--- config.mk ---
export PLATFORM = sky130hd
export DESIGN_NAME = phase_sequencer
export DESIGN_NICKNAME = d
export VERILOG_FILES = /design/src/rtl/phase_sequencer_pkg.sv /design/src/rtl/phase_sequencer_button_sync.sv /design/src/rtl/phase_sequencer.sv
export SDC_FILE = /design/constraint.sdc
export NUM_CORES = 1
export LEC_CHECK = 0
export BUFFER_PORTS_ARGS = -buffer_cell sky130_fd_sc_hd__buf_4
export CORE_ASPECT_RATIO = 0.7
export CORE_UTILIZATION = 45
export DETAILED_ROUTE_END_ITERATION = 12
export GPL_ROUTABILITY_DRIVEN = 0
export PLACE_DENSITY_LB_ADDON = 0.25
export SLEW_MARGIN = 25
export SYNTH_ARGS = -nofsm -noshare
export SYNTH_HDL_FRONTEND = slang
export SYNTH_SLANG_ARGS = --single-unit
--- constraint.sdc ---
create_clock -name clk -period 2.9 [get_ports clk]
set_clock_uncertainty 0.2 [all_clocks]
set_input_delay 0.435 -clock clk [delete_from_list [all_inputs] [get_ports clk]]
set_output_delay 0.435 -clock clk [all_outputs]
set_load 0.01 [all_outputs]
--- src/rtl/phase_sequencer_pkg.sv ---
// ============================================================================
// sequencer_defs : shared state encoding and widths for phase_sequencer
// Revision: 1.0
// ============================================================================
`default_nettype none

package sequencer_defs;

   localparam int PHASE_W  = 3;
   localparam int ICOUNT_W = 16;

   typedef enum logic [1:0] {
      ST_IDLE   = 2'd0,
      ST_RUN    = 2'd1,
      ST_HALTED = 2'd2
   } state_e;

   typedef logic [PHASE_W-1:0]  phase_t;
   typedef logic [ICOUNT_W-1:0] icount_t;

   function automatic phase_t to_phase(input int unsigned n);
      return phase_t'(n);
   endfunction

endpackage

`default_nettype wire

--- src/rtl/phase_sequencer_button_sync.sv ---
// ============================================================================
// button_sync : synchronizer plus falling-edge detector for an active-low
//               push button that is asynchronous to clk
// Revision: 1.0
// ============================================================================
`default_nettype none

module button_sync #(
   parameter int SYNC_STAGES = 2
) (
   input  logic clk,
   input  logic rst,
   input  logic exec_i,
   output logic level_o,
   output logic press_o
);

   logic [SYNC_STAGES-1:0] sync_q;
   logic                   level_q;
   logic                   press_q;

   // Reset loads "released" everywhere so deasserting rst cannot fake a press.
   always_ff @(posedge clk) begin
      if (!rst) begin
         sync_q  <= '1;
         level_q <= 1'b1;
         press_q <= 1'b0;
      end else begin
         sync_q  <= {sync_q[SYNC_STAGES-2:0], exec_i};
         level_q <= sync_q[SYNC_STAGES-1];
         press_q <= level_q & ~sync_q[SYNC_STAGES-1];
      end
   end

   assign level_o = level_q;
   assign press_o = press_q;

endmodule

`default_nettype wire

--- src/rtl/phase_sequencer.sv ---
// ============================================================================
// phase_sequencer : IDLE/RUN/HALTED instruction phase sequencer driven by a
//                   push button, with single-step, halt and instruction count
// Revision: 1.0
// ============================================================================
`default_nettype none

module phase_sequencer
   import sequencer_defs::*;
#(
   parameter int PHASES      = 5,
   parameter int PC_PHASE    = 5,
   parameter int SYNC_STAGES = 2
) (
   input  logic                clk,
   input  logic                rst,
   input  logic                exec,
   input  logic                step,
   input  logic                hlt,
   output logic [PHASE_W-1:0]  phase,
   output logic                pc_e,
   output logic                running,
   output logic                halted,
   output logic [ICOUNT_W-1:0] icount
);

   localparam phase_t c_last_phase = to_phase(PHASES);
   localparam phase_t c_pc_phase   = to_phase(PC_PHASE);

   state_e  state_q,  state_d;
   phase_t  phase_q,  phase_d;
   icount_t icount_q, icount_d;
   logic    stop_q,   stop_d;
   logic    hlt_q,    hlt_d;
   logic    pc_e_q,   pc_e_d;

   logic    w_btn_level;
   logic    w_btn_press;
   logic    w_press;
   logic    w_stop_any;
   logic    w_hlt_any;

   button_sync #(
      .SYNC_STAGES (SYNC_STAGES)
   ) u_button_sync (
      .clk     (clk),
      .rst     (rst),
      .exec_i  (exec),
      .level_o (w_btn_level),
      .press_o (w_btn_press)
   );

   // The pulse is emitted together with the low level it detected.
   assign w_press = w_btn_press & ~w_btn_level;

   always_comb begin
      state_d    = state_q;
      phase_d    = phase_q;
      icount_d   = icount_q;
      stop_d     = stop_q;
      hlt_d      = hlt_q;
      w_stop_any = stop_q | w_press;
      w_hlt_any  = hlt_q | hlt;

      case (state_q)
         ST_IDLE, ST_HALTED: begin
            if (w_press) begin
               state_d = ST_RUN;
               phase_d = phase_t'(1);
            end
         end
         ST_RUN: begin
            if (phase_q == c_last_phase) begin
               // Boundary: requests seen during this instruction, including
               // this very cycle, decide what follows; halt wins over stop.
               icount_d = icount_q + icount_t'(1);
               stop_d   = 1'b0;
               hlt_d    = 1'b0;
               if (w_hlt_any) begin
                  state_d = ST_HALTED;
                  phase_d = '0;
               end else if (w_stop_any || step) begin
                  state_d = ST_IDLE;
                  phase_d = '0;
               end else begin
                  phase_d = phase_t'(1);
               end
            end else begin
               phase_d = phase_q + phase_t'(1);
               stop_d  = w_stop_any;
               hlt_d   = w_hlt_any;
            end
         end
         default: begin
            state_d = ST_IDLE;
            phase_d = '0;
            stop_d  = 1'b0;
            hlt_d   = 1'b0;
         end
      endcase

      pc_e_d = (state_d == ST_RUN) && (phase_d == c_pc_phase);
   end

   always_ff @(posedge clk) begin
      if (!rst) begin
         state_q  <= ST_IDLE;
         phase_q  <= '0;
         icount_q <= '0;
         stop_q   <= 1'b0;
         hlt_q    <= 1'b0;
         pc_e_q   <= 1'b0;
      end else begin
         state_q  <= state_d;
         phase_q  <= phase_d;
         icount_q <= icount_d;
         stop_q   <= stop_d;
         hlt_q    <= hlt_d;
         pc_e_q   <= pc_e_d;
      end
   end

   assign phase   = phase_q;
   assign pc_e    = pc_e_q;
   assign running = (state_q == ST_RUN);
   assign halted  = (state_q == ST_HALTED);
   assign icount  = icount_q;

endmodule

`default_nettype wire

==> metrics.yaml, run 1 <==
floorplan:
  dieHeight_um: 45.6
  die-width_um: 64.3
  row_count: 15
  dieArea_um2: 2940
  start_util_pct: 48.7
  core_um2: 2510
  io_pins: 27
global_route:
  grt_max_degree: 16
  grtUsageTotal_pct: 18.5
  overflow: 0
  grt_pass1_wl_um: 4100
  first_global_vias: 915
  antenna_found_initial: 0
sta:
  min_period_ns: 2.13
  period_share_pct: 73.4
  setup_viol_count_final: 0
  slew_headroom_pct: 67.3
  fmax_mhz: 470
  timing.hold.ws_ns: 0.141
  tns_ns: 0
  rsz0062_at_grt: "false"
  tightest_slew_ns: 0.486
  slew_viol_final: 0
  hold_viol: 0
  worst_slack_ns: 0.772
synthesis:
  synthArstFlopShare_pct: 0
  synth_cell_type_count: 38
  synthSimpleGateAreaFrac_pct: 30.1
  synth_adder_area_share_pct: 1.02
  syn_inst: 138
  synth_compound_area_share_pct: 12.8
  synth_xor_area_share_pct: 5.73
  synth_top_family_by_area: "simple AND/OR/NAND/NOR gates"
  netlist_area_um2: 1220
  synth_mux_area_share_pct: 0.818
  synth.area.top_cells: "dfxtp_1 46%, a21oi_1 4.9%, nor2_1 4.3%"
  synth_ff_type: "dfxtp_1"
  synth_most_common_cell: "dfxtp_1"
  yosysWarnings: 0
  ys_top_cells_by_count: "28 x dfxtp_1, 14 x nor2_1, 12 x a21oi_1"
  synth_edf_count: 0
  synth.avg_cell_area_um2: 8.87
  synth_top_area_cell: "dfxtp_1"
  yosys_register_bits: 28
  syn-num-nets: 144
  yosysTopAreaCellShare_pct: 45.8
  yosysSeqAreaShare_pct: 45.8
placement:
  port_buffers: 26
  dp_slack_ns: 0.799
  dp_hpwl_um: 1920
  placed_area_um2: 1440
  dp.cells: 193
worst_setup_path:
  path_buf_inv: 0
  cp_max_fo: 13
  crit_type: "flip-flop to flip-flop"
  r2r-start: "state_q[0]$_SDFF_PN0_"
  worst_path_largest_cell_delay_ns: 0.56
  cp_cell_sequence: "nand4bb_1, or2_1, or4_1, a21oi_1"
  crit_cells: 4
  cp-startpoint: "state_q[0]$_SDFF_PN0_"
  cp_slowest_cell: "dfxtp_1"
  critPathRequiredTime_ns: 2.90
  startpoint_type: "flip-flop"
  critPathCapture: "icount[11]$_SDFFE_PN0P_"
  arrival_ns: 2.13
  r2r_setup_slack_ns: 0.77
  crit_family: "simple AND/OR/NAND/NOR gates"
  r2r-end: "icount[11]$_SDFFE_PN0P_"
  cp-end-kind: "flip-flop"
  ff2ff_path_depth: 4
route:
  drt_iter0_drc: 68
  drc: 0
  drt_pass1_iterations: 4
  route.vias.total: 1091
  finalWirelength_um: 2560
  ant_nets: 0
  vias_per_cell: 5.54
  wl_per_cell_um: 13.0
clock_tree:
  cts_tree: "done"
  cts_sinks: 28
  htreeDepth: 1
  clockBufferDepth: 2
  holdBufCountCts: 0
  numCtsBuffers: 3
  cts_resized: 0
  clkTransAtPathRegs_ns: 0.09
  insertion_delay_ns: 0.27
  root_buffer: "clkbuf_8"
  post_cts_buffers: 0
flow_run:
  maxCapViolCount: 0
final_layout:
  finalInstanceArea_um2: 1490
  diodes: 0
  fin_cells: 197
  nNetsFinal: 170
  drive_above_1_share_pct: 19.0
  area_growth_syn_to_layout_pct: 22.0
hold_path:
  min_path_type: "primary input to flip-flop"
power_and_ir_drop:
  p_leak_nw: 0.584
  power_density_nw_per_um2: 428
  vdd_ir_drop_max_mv: 0.375
run_status:
  outcome: "complete, no violations"
==> how the worst min path moves through the flow <==
stage	endpoint	from	cells past startpoint	slack [ns]
floorplan	u_button_sync.sync_q[1]$_SDFF_PN1_	u_button_sync.sync_q[0]$_SDFF_PN1_	1	0.19
global placement	u_button_sync.sync_q[1]$_SDFF_PN1_	u_button_sync.sync_q[0]$_SDFF_PN1_	1	0.19
detailed placement	u_button_sync.sync_q[1]$_SDFF_PN1_	u_button_sync.sync_q[0]$_SDFF_PN1_	1	0.20
CTS	u_button_sync.sync_q[0]$_SDFF_PN1_	exec	2	0.14
global route	u_button_sync.sync_q[0]$_SDFF_PN1_	exec	2	0.15
finish	u_button_sync.sync_q[0]$_SDFF_PN1_	exec	2	0.14
==> cells in the final DEF (no fill, tap or decap), types with 2 or more instances in the layout <==
master and count:
o31ai_1 6, nand2b_1 5, nand3_1 6, xnor2_1 3, xor2_1 5, or4_1 6, o21ai_0 2, and2_1 2
and3b_1 2, clkbuf_8 4, dfxtp_1 28, nor2_1 14, a21oi_1 12, nand4_1 4, buf_4 27, or3_1 2
nor3_1 2, inv_1 4, and4_1 2, nor2b_1 3, nand2_1 8
==> power by group <==
group          switching (mW)  total, mW  internal (mW)
clock                   0.114      0.236          0.121
combinational         0.00930     0.0161        0.00679
sequential            0.00125      0.388          0.386
total                   0.125      0.639          0.515
==> flip-flops by register name, summed over array words and instances (netlist names), 2 cells and up <==
signal and count:
state_q 2, icount 16, phase 3, u_button_sync.sync_q 2
==> final cells by class <==
| cell class | count | area [µm²] |
|---|---|---|
| clock buffer | 4 | 55.1 |
| fill | 247 | 1020 |
| inverter | 4 | 15.0 |
| multi-input combinational | 100 | 617 |
| sequential | 28 | 561 |
| tap | 34 | 42.5 |
| timing repair buffer | 27 | 203 |
==> worst register-to-register path, cell delays in order (launching register included) <==
cell       delay, ns
dfxtp_1         0.56
nand4bb_1       0.22
or2_1           0.38
or4_1           0.53
a21oi_1         0.17
==> logic make-up after synthesis <==
family,Yosys count
and+or+nand+nor,64
DFF,28
AOI/OAI and AO/OA,26
buffers and inverters,10
xor gates and xnor gates,8
muxes,1
adders and majority gates,1
==> layer usage <==
metal	routed length (µm)	global-route usage (%)	vias to the layer above	part of all wire, %
met3	136	6.00	2	5.3
met5	0	0	-	0
met1	1270	24.8	506	49
met4	8	3.11	0	0.31
li1	-	-	554	-
met2	1150	29.7	29	45
==> per-stage QoR <==
stage                     util, %  power, mW
final                        59.4      0.639
after global routing         59.4      0.665
after CTS                    59.4      0.649
after detailed placement     57.2      0.413
after global placement       57.2      0.412
after floorplan                 -      0.404
(Power assumes the default switching activity.)
==> run 2, diff against run 1 <==
==> constraint.sdc (replaced) <==
create_clock -name clk -period 1.9 [get_ports clk]
set_clock_uncertainty 0.2 [all_clocks]
set_input_delay 0.285 -clock clk [delete_from_list [all_inputs] [get_ports clk]]
set_output_delay 0.285 -clock clk [all_outputs]
set_load 0.01 [all_outputs]
==> metrics.yaml, run 2 (synthesized netlist as in run 1, its figures left out) <==
flow_run:
  maxCapViolCount: 0  # unchanged
floorplan:
  die-width_um: 64.3  # unchanged
  start_util_pct: 48.7  # unchanged
  dieArea_um2: 2940  # unchanged
  core_um2: 2510  # unchanged
  row_count: 15  # unchanged
  dieHeight_um: 45.6  # unchanged
  io_pins: 27  # unchanged
sta:
  slew_viol_final: 0  # unchanged
  tightest_slew_ns: 0.460  # -0.0264 ns
  period_share_pct: 95.6  # +22 points
  fmax_mhz: 551  # +17%
  setup_viol_count_final: 0  # unchanged
  tns_ns: 0  # unchanged
  min_period_ns: 1.82  # -0.312 ns
  hold_viol: 0  # unchanged
  rsz0062_at_grt: "false"
  worst_slack_ns: 0.0836  # -0.688 ns
  slew_headroom_pct: 69.1  # +1.8 points
worst_setup_path:
  cp-end-kind: "flip-flop"
  startpoint_type: "flip-flop"
  crit_cells: 4  # unchanged
  worst_path_largest_cell_delay_ns: 0.52  # -0.04 ns
  crit_family: "simple AND/OR/NAND/NOR gates"
  crit_type: "flip-flop to flip-flop"
  cp_slowest_cell: "or4_1"
  cp_cell_sequence: "nand4bb_1, or2_1, or4_1, a21oi_1"
  critPathRequiredTime_ns: 1.91  # -0.99 ns
  arrival_ns: 1.82  # -0.31 ns
  cp_max_fo: 6  # -7
  path_buf_inv: 0  # unchanged
  ff2ff_path_depth: 4  # unchanged
clock_tree:
  insertion_delay_ns: 0.28  # about the same
  cts_sinks: 28  # unchanged
  root_buffer: "clkbuf_8"
  numCtsBuffers: 3  # unchanged
  htreeDepth: 1  # unchanged
  cts_tree: "done"
  clockBufferDepth: 2  # unchanged
  clkTransAtPathRegs_ns: 0.09  # about the same
global_route:
  overflow: 0  # unchanged
  antenna_found_initial: 0  # unchanged
  grtUsageTotal_pct: 21.9  # +3.5 points
  first_global_vias: 978  # +6.9%
  grt_max_degree: 15  # -1
  grt_pass1_wl_um: 4710  # +15%
route:
  ant_nets: 0  # unchanged
  drt_pass1_iterations: 4  # unchanged
  route.vias.total: 1161  # +6.4%
  drc: 0  # unchanged
  finalWirelength_um: 2890  # +13%
  wl_per_cell_um: 13.6  # +5.0%
  drt_iter0_drc: 95  # +40%
  vias_per_cell: 5.48  # -1.1%
final_layout:
  drive_above_1_share_pct: 28.7  # +9.6 points
  area_growth_syn_to_layout_pct: 32.5
  fillCellCount: 212  # -14%
  largest_reg_flops: 16  # unchanged
  seq_area_um2: 563  # +0.45%
  diodes: 0  # unchanged
  layout_common_cells: "42 x buf_4, 26 x dfxtp_1, 14 x nor2_1"
  nNetsFinal: 186  # +9.4%
  final_common_cell: "buf_4"
  multiInputGateArea_um2: 634  # +2.8%
power_and_ir_drop:
  power_density_nw_per_um2: 579  # +35%
  vdd_ir_drop_max_mv: 0.324  # -14%
  p_leak_nw: 0.661  # +13%
placement:
  dp_hpwl_um: 2160  # +13%
  dp_slack_ns: -0.0657  # -0.864 ns
  port_buffers: 26  # unchanged
run_status:
  outcome: "complete, no violations"
hold_path:
  hold_depth: 2  # unchanged
  min_path_type: "primary input to flip-flop"
-- run 2: metal layers --
metal	vias up	part of all wire (%)	GRT usage (%)
met5	-	0	0
met4	0	0.97	11.6
met3	2	5.9	5.50
met2	36	44	32.2
met1	543	49	30.0
li1	580	-	-
-- run 2: worst paths after layout --
kind / start / endpoint / slack [ns]
worst min-delay path: rst / u_button_sync.sync_q[0]$_SDFF_PN1_ / 0.03
worst max register to register: phase[1]$_SDFF_PN0_ / icount[11]$_SDFFE_PN0P_ / 0.08
worst max-delay path: phase[1]$_SDFF_PN0_ / icount[11]$_SDFFE_PN0P_ / 0.08
worst min register to register: u_button_sync.sync_q[0]$_SDFF_PN1_ / u_button_sync.sync_q[1]$_SDFF_PN1_ / 0.21
-- run 2: final cells by class --
type | instances | share of cell area (%)
Multi-Input combinational cell | 100 | 39.1
Sequential cell | 28 | 34.7
Timing Repair Buffer | 43 | 20.1
Tap cell | 34 | 2.62
Clock buffer | 3 | 2.55
Inverter | 4 | 0.926
-- run 2: through the flow --
stage                     std cells  area (µm²)  hold slack [ns]  power (mW)  util, %
after floorplan                 138        1220            0.158       0.616        -
after global placement          207        1540            0.189       0.631     61.3
after global routing            212        1620           0.0386       0.975     64.5
after CTS                       211        1600           0.0236       0.945     63.7
final                           212        1620           0.0277       0.938     64.5
after detailed placement        207        1540            0.193       0.632     61.3
-- run 2: report_power, final --
group | switching (mW) | leakage [nW] | internal [mW]
registers | 0.00117 | 0.227 | 0.590
logic | 0.0154 | 0.412 | 0.0135
clock network | 0.176 | 0.0216 | 0.143
-- run 2: what timing repair did --
action,4_1_cts,5_1_grt
pin swaps,0,1
hold buffers,1,0
gates resized for setup,3,4
endpoints found under the setup margin,5,7
buffers inserted,0,1
endpoints found under the hold margin,1,0
gates cloned,0,0
